--- src/rtl/noc_pkg.sv ---
// Shared NoC definitions: flit layout, flit types, port directions and
// the input-port FSM states, plus the XY routing function.
package noc_pkg;

  typedef enum logic [1:0] {
    FT_BODY   = 2'b00,
    FT_TAIL   = 2'b01,
    FT_HEAD   = 2'b10,
    FT_SINGLE = 2'b11
  } flit_type_t;

  localparam logic [2:0] DIR_L = 3'd0;
  localparam logic [2:0] DIR_N = 3'd1;
  localparam logic [2:0] DIR_E = 3'd2;
  localparam logic [2:0] DIR_S = 3'd3;
  localparam logic [2:0] DIR_W = 3'd4;

  localparam int unsigned FLIT_W   = 32;
  localparam int unsigned TYPE_MSB = 31;
  localparam int unsigned TYPE_LSB = 30;
  localparam int unsigned DEST_MSB = 29;
  localparam int unsigned DEST_LSB = 26;
  localparam int unsigned SRC_MSB  = 25;
  localparam int unsigned SRC_LSB  = 22;

  typedef enum logic [1:0] {
    ST_IDLE,
    ST_REQ,
    ST_FWD
  } ip_state_t;

  // X dimension is resolved first; y is only compared once x matches.
  function automatic logic [2:0] xy_route(input logic [3:0] dest, input logic [3:0] here);
    if (dest[3:2] > here[3:2])      return DIR_E;
    else if (dest[3:2] < here[3:2]) return DIR_W;
    else if (dest[1:0] > here[1:0]) return DIR_S;
    else if (dest[1:0] < here[1:0]) return DIR_N;
    else                            return DIR_L;
  endfunction

endpackage

--- src/rtl/input_port_sync_fifo.sv ---
// Synchronous FIFO with registered occupancy; head word is read
// combinationally so a pushed entry is visible the cycle after the push.
module sync_fifo #(
  parameter int unsigned DEPTH = 4,
  parameter int unsigned WIDTH = 32
) (
  input  logic                     clk,
  input  logic                     rst,
  input  logic [WIDTH-1:0]         wr_data,
  input  logic                     push,
  input  logic                     pop,
  output logic [WIDTH-1:0]         rd_data,
  output logic                     full,
  output logic                     empty,
  output logic [$clog2(DEPTH):0]   count
);

  localparam int unsigned AW = $clog2(DEPTH);
  localparam int unsigned CW = AW + 1;
  localparam logic [CW-1:0] FULL_CNT = CW'(DEPTH);

  logic [WIDTH-1:0] mem [DEPTH];
  logic [AW-1:0]    wr_ptr;
  logic [AW-1:0]    rd_ptr;
  logic             do_push;
  logic             do_pop;

  assign full    = (count == FULL_CNT);
  assign empty   = (count == '0);
  assign do_push = push && !full;
  assign do_pop  = pop && !empty;
  assign rd_data = mem[rd_ptr];

  always_ff @(posedge clk) begin
    if (do_push) mem[wr_ptr] <= wr_data;
  end

  always_ff @(posedge clk) begin
    if (rst) begin
      wr_ptr <= '0;
      rd_ptr <= '0;
      count  <= '0;
    end else begin
      if (do_push) wr_ptr <= wr_ptr + AW'(1);
      if (do_pop)  rd_ptr <= rd_ptr + AW'(1);
      case ({do_push, do_pop})
        2'b10:   count <= count + CW'(1);
        2'b01:   count <= count - CW'(1);
        default: count <= count;
      endcase
    end
  end

endmodule

--- src/rtl/input_port.sv ---
// Router input port: buffers link flits, XY-routes the head flit,
// requests the switch and forwards the packet wormhole-style.
module input_port
  import noc_pkg::*;
#(
  parameter logic [3:0]  addr_sw = 4'b0000,
  parameter logic [2:0]  stt     = 3'd5,
  parameter int unsigned DEPTH   = 4
) (
  input  logic                   clk,
  input  logic                   rst,
  input  logic [31:0]            flit_in,
  input  logic                   valid_in,
  output logic                   ready_out,
  output logic [2:0]             route_dir,
  output logic                   route_req,
  output logic [2:0]             src_port,
  input  logic                   grant,
  output logic [31:0]            flit_out,
  output logic                   valid_out,
  output logic [$clog2(DEPTH):0] fifo_count,
  output logic                   drop_err
);

  ip_state_t   state, state_next;
  logic        push, pop, full, empty;
  logic        fwd, drop, latch_dir;
  logic [31:0] head_flit;
  flit_type_t  head_type;

  assign src_port  = stt;
  assign ready_out = !rst && !full;
  assign push      = valid_in && ready_out;
  assign head_type = flit_type_t'(head_flit[TYPE_MSB:TYPE_LSB]);

  sync_fifo #(.DEPTH(DEPTH), .WIDTH(FLIT_W)) u_fifo (
    .clk     (clk),
    .rst     (rst),
    .wr_data (flit_in),
    .push    (push),
    .pop     (pop),
    .rd_data (head_flit),
    .full    (full),
    .empty   (empty),
    .count   (fifo_count)
  );

  always_comb begin
    state_next = state;
    pop        = 1'b0;
    fwd        = 1'b0;
    drop       = 1'b0;
    latch_dir  = 1'b0;
    case (state)
      ST_IDLE: begin
        if (!empty) begin
          if (head_type == FT_HEAD || head_type == FT_SINGLE) begin
            latch_dir  = 1'b1;
            state_next = ST_REQ;
          end else begin
            pop  = 1'b1;
            drop = 1'b1;
          end
        end
      end
      ST_REQ: begin
        if (grant && !empty) begin
          pop        = 1'b1;
          fwd        = 1'b1;
          state_next = (head_type == FT_SINGLE) ? ST_IDLE : ST_FWD;
        end
      end
      ST_FWD: begin
        if (grant && !empty) begin
          pop = 1'b1;
          fwd = 1'b1;
          if (head_type == FT_TAIL) state_next = ST_IDLE;
        end
      end
      default: state_next = ST_IDLE;
    endcase
  end

  always_ff @(posedge clk) begin
    if (rst) begin
      state     <= ST_IDLE;
      route_req <= 1'b0;
      route_dir <= '0;
      flit_out  <= '0;
      valid_out <= 1'b0;
      drop_err  <= 1'b0;
    end else begin
      state     <= state_next;
      // Rises with entry to REQ, but stays up for one extra cycle after the
      // last flit is popped so it spans the cycle that flit is on flit_out.
      route_req <= (state_next != ST_IDLE) || (state != ST_IDLE);
      if (latch_dir) route_dir <= xy_route(head_flit[DEST_MSB:DEST_LSB], addr_sw);
      valid_out <= fwd;
      if (fwd) flit_out <= head_flit;
      drop_err  <= drop;
    end
  end

endmodule
--- config.mk ---
export PLATFORM = sky130hd
export DESIGN_NAME = input_port
export DESIGN_NICKNAME = d
export VERILOG_FILES = /design/src/rtl/noc_pkg.sv /design/src/rtl/input_port_sync_fifo.sv /design/src/rtl/input_port.sv
export SDC_FILE = /design/constraint.sdc
export NUM_CORES = 1
export LEC_CHECK = 0
export CORE_UTILIZATION = 55
export DETAILED_ROUTE_END_ITERATION = 7
export PLACE_DENSITY = 0.79
export SLEW_MARGIN = 10
export SYNTH_ARGS = -nofsm -noshare
export SYNTH_HDL_FRONTEND = slang
export SYNTH_SLANG_ARGS = --single-unit
--- constraint.sdc ---
create_clock -name clk -period 3.4 [get_ports clk]
set_clock_uncertainty 0.1 [all_clocks]
set_input_delay 0.51 -clock clk [delete_from_list [all_inputs] [get_ports clk]]
set_output_delay 0.51 -clock clk [all_outputs]
set_load 0.01 [all_outputs]
==> flow_summary.toml, run 1 <==
[status]
status = "finished, violations left"
violations = "DRC"

[power_and_ir_drop]
vdd_drop_max_uv = 433.7
leakage_uw = 0.002616
powerDensity_mw_per_mm2 = 640.7

[flow_run]
maxCapViolCount = 0

[synth]
synth_edf_count = 128
yosys-top-cells-count = "edfxtp_1 (128), nand2_1 (65), dfxtp_1 (48)"
synth_area_leader_cell = "edfxtp_1"
synth_area_sq_mm = 0.006614
ys_seq_elements = 176
synth.top_cell.area_share_pct = 58.12
post-synth-top-count-cell = "edfxtp_1"
yosysUniqueCellTypes = 42
ys.flop_type = "edfxtp_1"
async_flop_share_pct = 0
synthTopCellsByArea = "edfxtp_1 (58%), dfxtp_1 (15%), mux4_2 (11%)"
avgSynthCellArea_sq_um = 16.17
synth_warnings = 0
syn_inst = 409
ys_seq_area_share_pct = 72.64

[timing]
fin_setup_tns_ps = 0
fmax_ghz = 0.3719
rsz0062_at_grt = "false"
tightest_slew_ps = 616.6
maxSlewHeadroom_pct = 58.89
fin_crit_sh_pct = 79.09
hold_viol_final = 0
timing.final.ws_setup_ps = 710.9
setup_viol_count_final = 0
slew_viol_final = 0
min_period_ps = 2689

[cts]
cts_sinks = 176
root_buffer = "clkbuf_16"
clk_pin_slew_ps = 60
cts_tree = "built"
hold_buffers = 0
cts_setup_buffers = 0
cts_buffer_depth = 2
cts-htree-levels = 4
post_cts_resized = 0
clk_latency_ps = 420
numCtsBuffers = 17

[final_layout]
multi_input_area_sq_mm = 0.001668
n_antenna_cell = 0
n_fill_cell = 758
regArea_sq_mm = 0.004807
fin_nets = 537
areaGrowthSynthToFinish_pct = 22.29
drive_gt1_share_pct = 15.87

[global_routing]
grt_start_max_net_pins = 49
grt.total_usage_pct = 20.78
globalRoute.totalOverflow = 0
grt_antenna_before_repair = 0
grt_pass1_vias = 3713
grt_pass1_wl_microns = 18860

[detailed_routing]
routedWlPerCell_microns = 18.54
drc = 7
first_pass_iters = 8
drtIter0Drc = 203
ant_nets = 0
totalWireLength_microns = 11990
vias = 3635
avgViaCountPerCell = 5.618

[setup_path]
slowest_stage = "mux4_2"
cp_max_fo = 7
worstPathArrival_ps = 2930
path_cells = "mux4_2 > o21a_1 > nor2_4 > ha_1 > inv_1 > fa_1 > xor2_1 > or3_1 > a21oi_1"
cp.required_ps = 3650
cp-end-kind = "flip-flop"
crit_type = "flip-flop to flip-flop"
worst_path_largest_cell_delay_ps = 540
critPathLaunchType = "flip-flop"
critPathTopFamily = "adder cells"
critPathBufInv = 1

[die]
rows = 39
fp.dieW_microns = 111.7
start_util_pct = 57.19
core_sq_mm = 0.01156
fp.dieArea_sq_mm = 0.01247
pin_count = 81
die_y_microns = 111.7

[place]
gp_congestion = 0.8122
preCtsSetupSlack_ps = 541.8
portBuffers = 76
dpl.hpwl_microns = 7252

[hold_path]
hold_class = "flip-flop to flip-flop"
==> cell families (layout without fill, tap and decap cells) <==
kind of cell / after synthesis / count (layout) / synth area share, %
compound gates: 53 / 53 / 4.749
flops: 176 / 176 / 72.64
other cells: 2 / 4 / 0.1135
fa+ha+maj: 10 / 10 / 2.005
mux: 35 / 35 / 11.41
buf+inv: 35 / 128 / 2.478
simple gates: 95 / 95 / 6.205
xor+xnor: 3 / 3 / 0.3973
==> registers in the layout, indices dropped and copies added, names as in the netlist, named ones only <==
| name | cells |
|---|---|
| u_fifo.mem | 128 |
| flit_out | 32 |
| u_fifo.count | 3 |
| route_dir | 2 |
| state | 2 |
| u_fifo.rd_ptr | 2 |
| u_fifo.wr_ptr | 2 |
| drop_err | 1 |
| route_req | 1 |
| valid_out | 1 |
==> path summary, 6_finish.rpt <==
path | slack (ps) | from | endpoint | depth (start not counted)
max | 710 | u_fifo.mem[0][31] | u_fifo.count[2] | 9
min | 350 | flit_out[30] | flit_out[30] | 2
max reg2reg | 710 | u_fifo.mem[0][31] | u_fifo.count[2] | 9
min reg2reg | 350 | flit_out[30] | flit_out[30] | 2
==> layout make-up <==
type,instances,share of cell area (%)
Timing Repair Buffer,86,10.74
Sequential cell,176,59.44
Inverter,10,0.4641
Clock buffer,18,5.306
Clock inverter,14,1.222
Tap cell,143,2.212
Multi-Input combinational cell,200,20.62
==> worst reg2reg max path, stage by stage, from the launching register on <==
cell and delay, ps:
edfxtp_1 370, mux4_2 540, o21a_1 270, nor2_4 130, ha_1 190, inv_1 60, fa_1 370, xor2_1 150
or3_1 300, a21oi_1 140
==> report_power, final <==
group          leakage [uW]  switching (uW)  internal, uW
combinational      0.000804             455           441
sequential          0.00155            87.9          2460
clock              0.000261             748           989
==> per-stage QoR <==
stage          hold slack, ps  instance area (sq um)  std cells  utilization, %  total power (uW)
2_1_floorplan           380.5                   6621        411               -              3169
3_3_place_gp            341.9                   7560        615           65.37              3454
3_5_place_dp            346.9                   7560        615           65.37              3489
4_1_cts                 354.8                   8088        647           69.93              5221
5_1_grt                 378.1                   8088        647           69.93              5395
6_report                352.0                   8088        647           69.93              5182
==> per-layer routing <==
layer	track usage [%]	wire length, microns	share of wire (%)
met5	0	0	0
met4	9.099	182	1.5
met3	5.008	550	4.6
met2	36.73	6448	54
met1	24.14	4811	40
==> placed cells by master (no fill, tap or decap), types with 2 or more instances in the layout <==
| cell | instances |
|---|---|
| dfxtp_1 | 46 |
| o21ai_0 | 2 |
| nand3b_1 | 2 |
| nor2_1 | 13 |
| mux4_2 | 32 |
| mux2_2 | 2 |
| a21boi_0 | 2 |
| buf_12 | 3 |
| or3_1 | 2 |
| o31ai_1 | 2 |
| ha_1 | 9 |
| clkinv_1 | 5 |
| clkbuf_16 | 17 |
| dfxtp_2 | 2 |
| a21oi_1 | 37 |
| inv_1 | 10 |
| xor2_1 | 2 |
| and2_2 | 4 |
| conb_1 | 4 |
| nor2b_1 | 2 |
| edfxtp_1 | 128 |
| clkdlybuf4s50_1 | 75 |
| buf_4 | 7 |
| nand2_1 | 65 |
| clkinv_2 | 5 |
Power figures use the tool's default switching activity.
==> run 2, diff against run 1 <==
--- a/config.mk
+++ b/config.mk
@@ -5,9 +5,9 @@
 export SDC_FILE = /design/constraint.sdc
 export NUM_CORES = 1
 export LEC_CHECK = 0
-export CORE_UTILIZATION = 55
+export CORE_UTILIZATION = 50
 export DETAILED_ROUTE_END_ITERATION = 7
-export PLACE_DENSITY = 0.79
+export PLACE_DENSITY = 0.76
 export SLEW_MARGIN = 10
 export SYNTH_ARGS = -nofsm -noshare
 export SYNTH_HDL_FRONTEND = slang
==> constraint.sdc (replaced) <==
create_clock -name clk -period 2.45 [get_ports clk]
set_clock_uncertainty 0.1 [all_clocks]
set_input_delay 0.3675 -clock clk [delete_from_list [all_inputs] [get_ports clk]]
set_output_delay 0.3675 -clock clk [all_outputs]
set_load 0.01 [all_outputs]
==> flow_summary.toml, run 2 (synthesis results as in run 1) <==
[setup_path]
r2r_end = "u_fifo.count[2]"
r2r-start = "u_fifo.mem[3][31]"
rr_worst_depth = 9
cp_max_fo = 2
critPathLaunchType = "flip-flop"
crit_type = "flip-flop to flip-flop"
worstPathArrival_ps = 2690
cp-end-kind = "flip-flop"
cp.required_ps = 2700
ff2ff_setup_slack_ps = 10

[hold_path]
hold_class = "input pin to flip-flop"
worstHoldEndpoint = "u_fifo.wr_ptr[1]"
hp-start = "rst"
hold_path_depth = 5

[detailed_routing]
first_pass_iters = 4
vias = 3631
avgViaCountPerCell = 5.262
ant_nets = 0
routedWlPerCell_microns = 17.92
drc = 0
totalWireLength_microns = 12360
drtIter0Drc = 248

[final_layout]
n_antenna_cell = 0
drive_gt1_share_pct = 19.11
largest_register = "u_fifo.mem"
multi_input_area_sq_mm = 0.001683
fin_cells = 690
areaGrowthSynthToFinish_pct = 26.14
final_cell_mix = "edfxtp_1 (128), clkdlybuf4s50_1 (75), nand2_1 (65)"
fin_nets = 551
layout_commonest_cell = "edfxtp_1"
biggestRegsByFlops = "u_fifo.mem x128, flit_out x32, u_fifo.count x3"
n_fill_cell = 862
largest_register_ffs = 128
regArea_sq_mm = 0.004807

[cts]
cts_tree = "built"
root_buffer = "clkbuf_16"
cts-htree-levels = 4
numCtsBuffers = 17
clk_latency_ps = 420
cts_buffer_depth = 2
clk_pin_slew_ps = 60
cts_sinks = 176

[place]
dpl.hpwl_microns = 7727
preCtsSetupSlack_ps = -150.8
gp_congestion = 0.7646
portBuffers = 76
place_inst = 657

[timing]
fmax_ghz = 0.4105
fin_setup_tns_ps = 0
maxSlewHeadroom_pct = 59.28
min_period_ps = 2436
slew_viol_final = 0
timing.final.ws_setup_ps = 13.65
finalHoldWorstSlack_ps = 339.2
fin_crit_sh_pct = 99.44
hold_viol_final = 0
setup_viol_count_final = 0
rsz0062_at_grt = "true"
tightest_slew_ps = 610.9

[power_and_ir_drop]
pwr-share-comb_pct = 18.4
p_switching_uw = 1834
power.total_uw = 7605
powerDensity_mw_per_mm2 = 911.5
p_seq_share_pct = 46.4
vdd_drop_max_uv = 590.1
leakage_uw = 0.002724
cell_internal_pwr_uw = 5771
p_sw_share_pct = 24.11
p_clk_share_pct = 35.2

[global_routing]
grt_antenna_before_repair = 0
grt.total_usage_pct = 20.14
grt_pass1_vias = 3730
grt_pass1_wl_microns = 19400
grt_util_met1_pct = 23.60
grt_start_max_net_pins = 49
use_met2_pct = 35.70
globalRoute.totalOverflow = 0
grt-busiest-layer = "met2"
use_met3_pct = 5.407

[die]
fp.dieW_microns = 117.0
rows = 41
core_sq_mm = 0.01277
die_y_microns = 117.0
fp.dieArea_sq_mm = 0.01369
start_util_pct = 51.78
pin_count = 81

[flow_run]
maxCapViolCount = 0

[status]
status = "finished, final reports clean"
==> run 2: cell count changes in the layout (fill, tap and decap cells not counted), moves of 2 or more <==
cell | before | now
buf_12 | 3 | 6
clkinv_1 | 5 | 0
buf_4 | 7 | 18
clkbuf_1 | 1 | 4
bufinv_16 | 1 | 3
==> run 2: cell type report <==
cell class	count	share of cell area [%]
Tap cell	172	2.579
Timing Repair Buffer	100	12.12
Multi-Input combinational cell	200	20.17
Inverter	10	0.4499
Clock inverter	10	1.620
Clock buffer	22	5.444
Sequential cell	176	57.62
==> run 2: how the worst max path moves through the flow <==
stage                      start               to
3_3_place_gp               grant  u_fifo.count[2]
3_5_place_dp               grant  u_fifo.count[2]
4_1_cts        u_fifo.mem[3][31]  u_fifo.count[2]
6_report       u_fifo.mem[3][31]  u_fifo.count[2]
2_1_floorplan          flip-flop  u_fifo.count[2]
5_1_grt        u_fifo.mem[3][31]  u_fifo.count[2]
==> run 2: power by group through the flow <==
stage	logic, uW	registers (uW)	clock network [uW]
5_1_grt	1550	3550	2840
3_3_place_gp	1370	3570	0
4_1_cts	1430	3530	2720
6_report	1400	3530	2680
3_5_place_dp	1410	3590	0
2_1_floorplan	835	3590	0
==> run 2: stage by stage <==
stage                     util (%)  cell area [sq um]
after CTS                    65.31               8343
after detailed placement     60.64               7746
final                        65.31               8343
after floorplan                  -               6641
after global routing         65.31               8343
after global placement       60.64               7746
==> run 2: metal layers <==
| metal | wire [microns] | share of wire (%) | vias to the layer above |
|---|---|---|---|
| met5 | 0 | 0 | - |
| met4 | 97 | 0.78 | 0 |
| met3 | 551 | 4.5 | 8 |
| met2 | 6638 | 54 | 89 |
| met1 | 5076 | 41 | 1827 |
| li1 | - | - | 1707 |
==> run 2: repair_timing <==
action	in CTS	in global routing
hold buffers	0	0
pin swaps	1	0
resized for setup	1	0
endpoints found under the setup margin	1	1
buffers inserted	1	0
==> run 2: critical path, stage by stage (launching register included) <==
cell      delay [ps]
edfxtp_1         370
mux4_2           490
o21a_1           220
nor2_4           120
ha_4             140
inv_2             30
fa_2             330
xor2_1           150
or3_1            300
a21oi_1          120
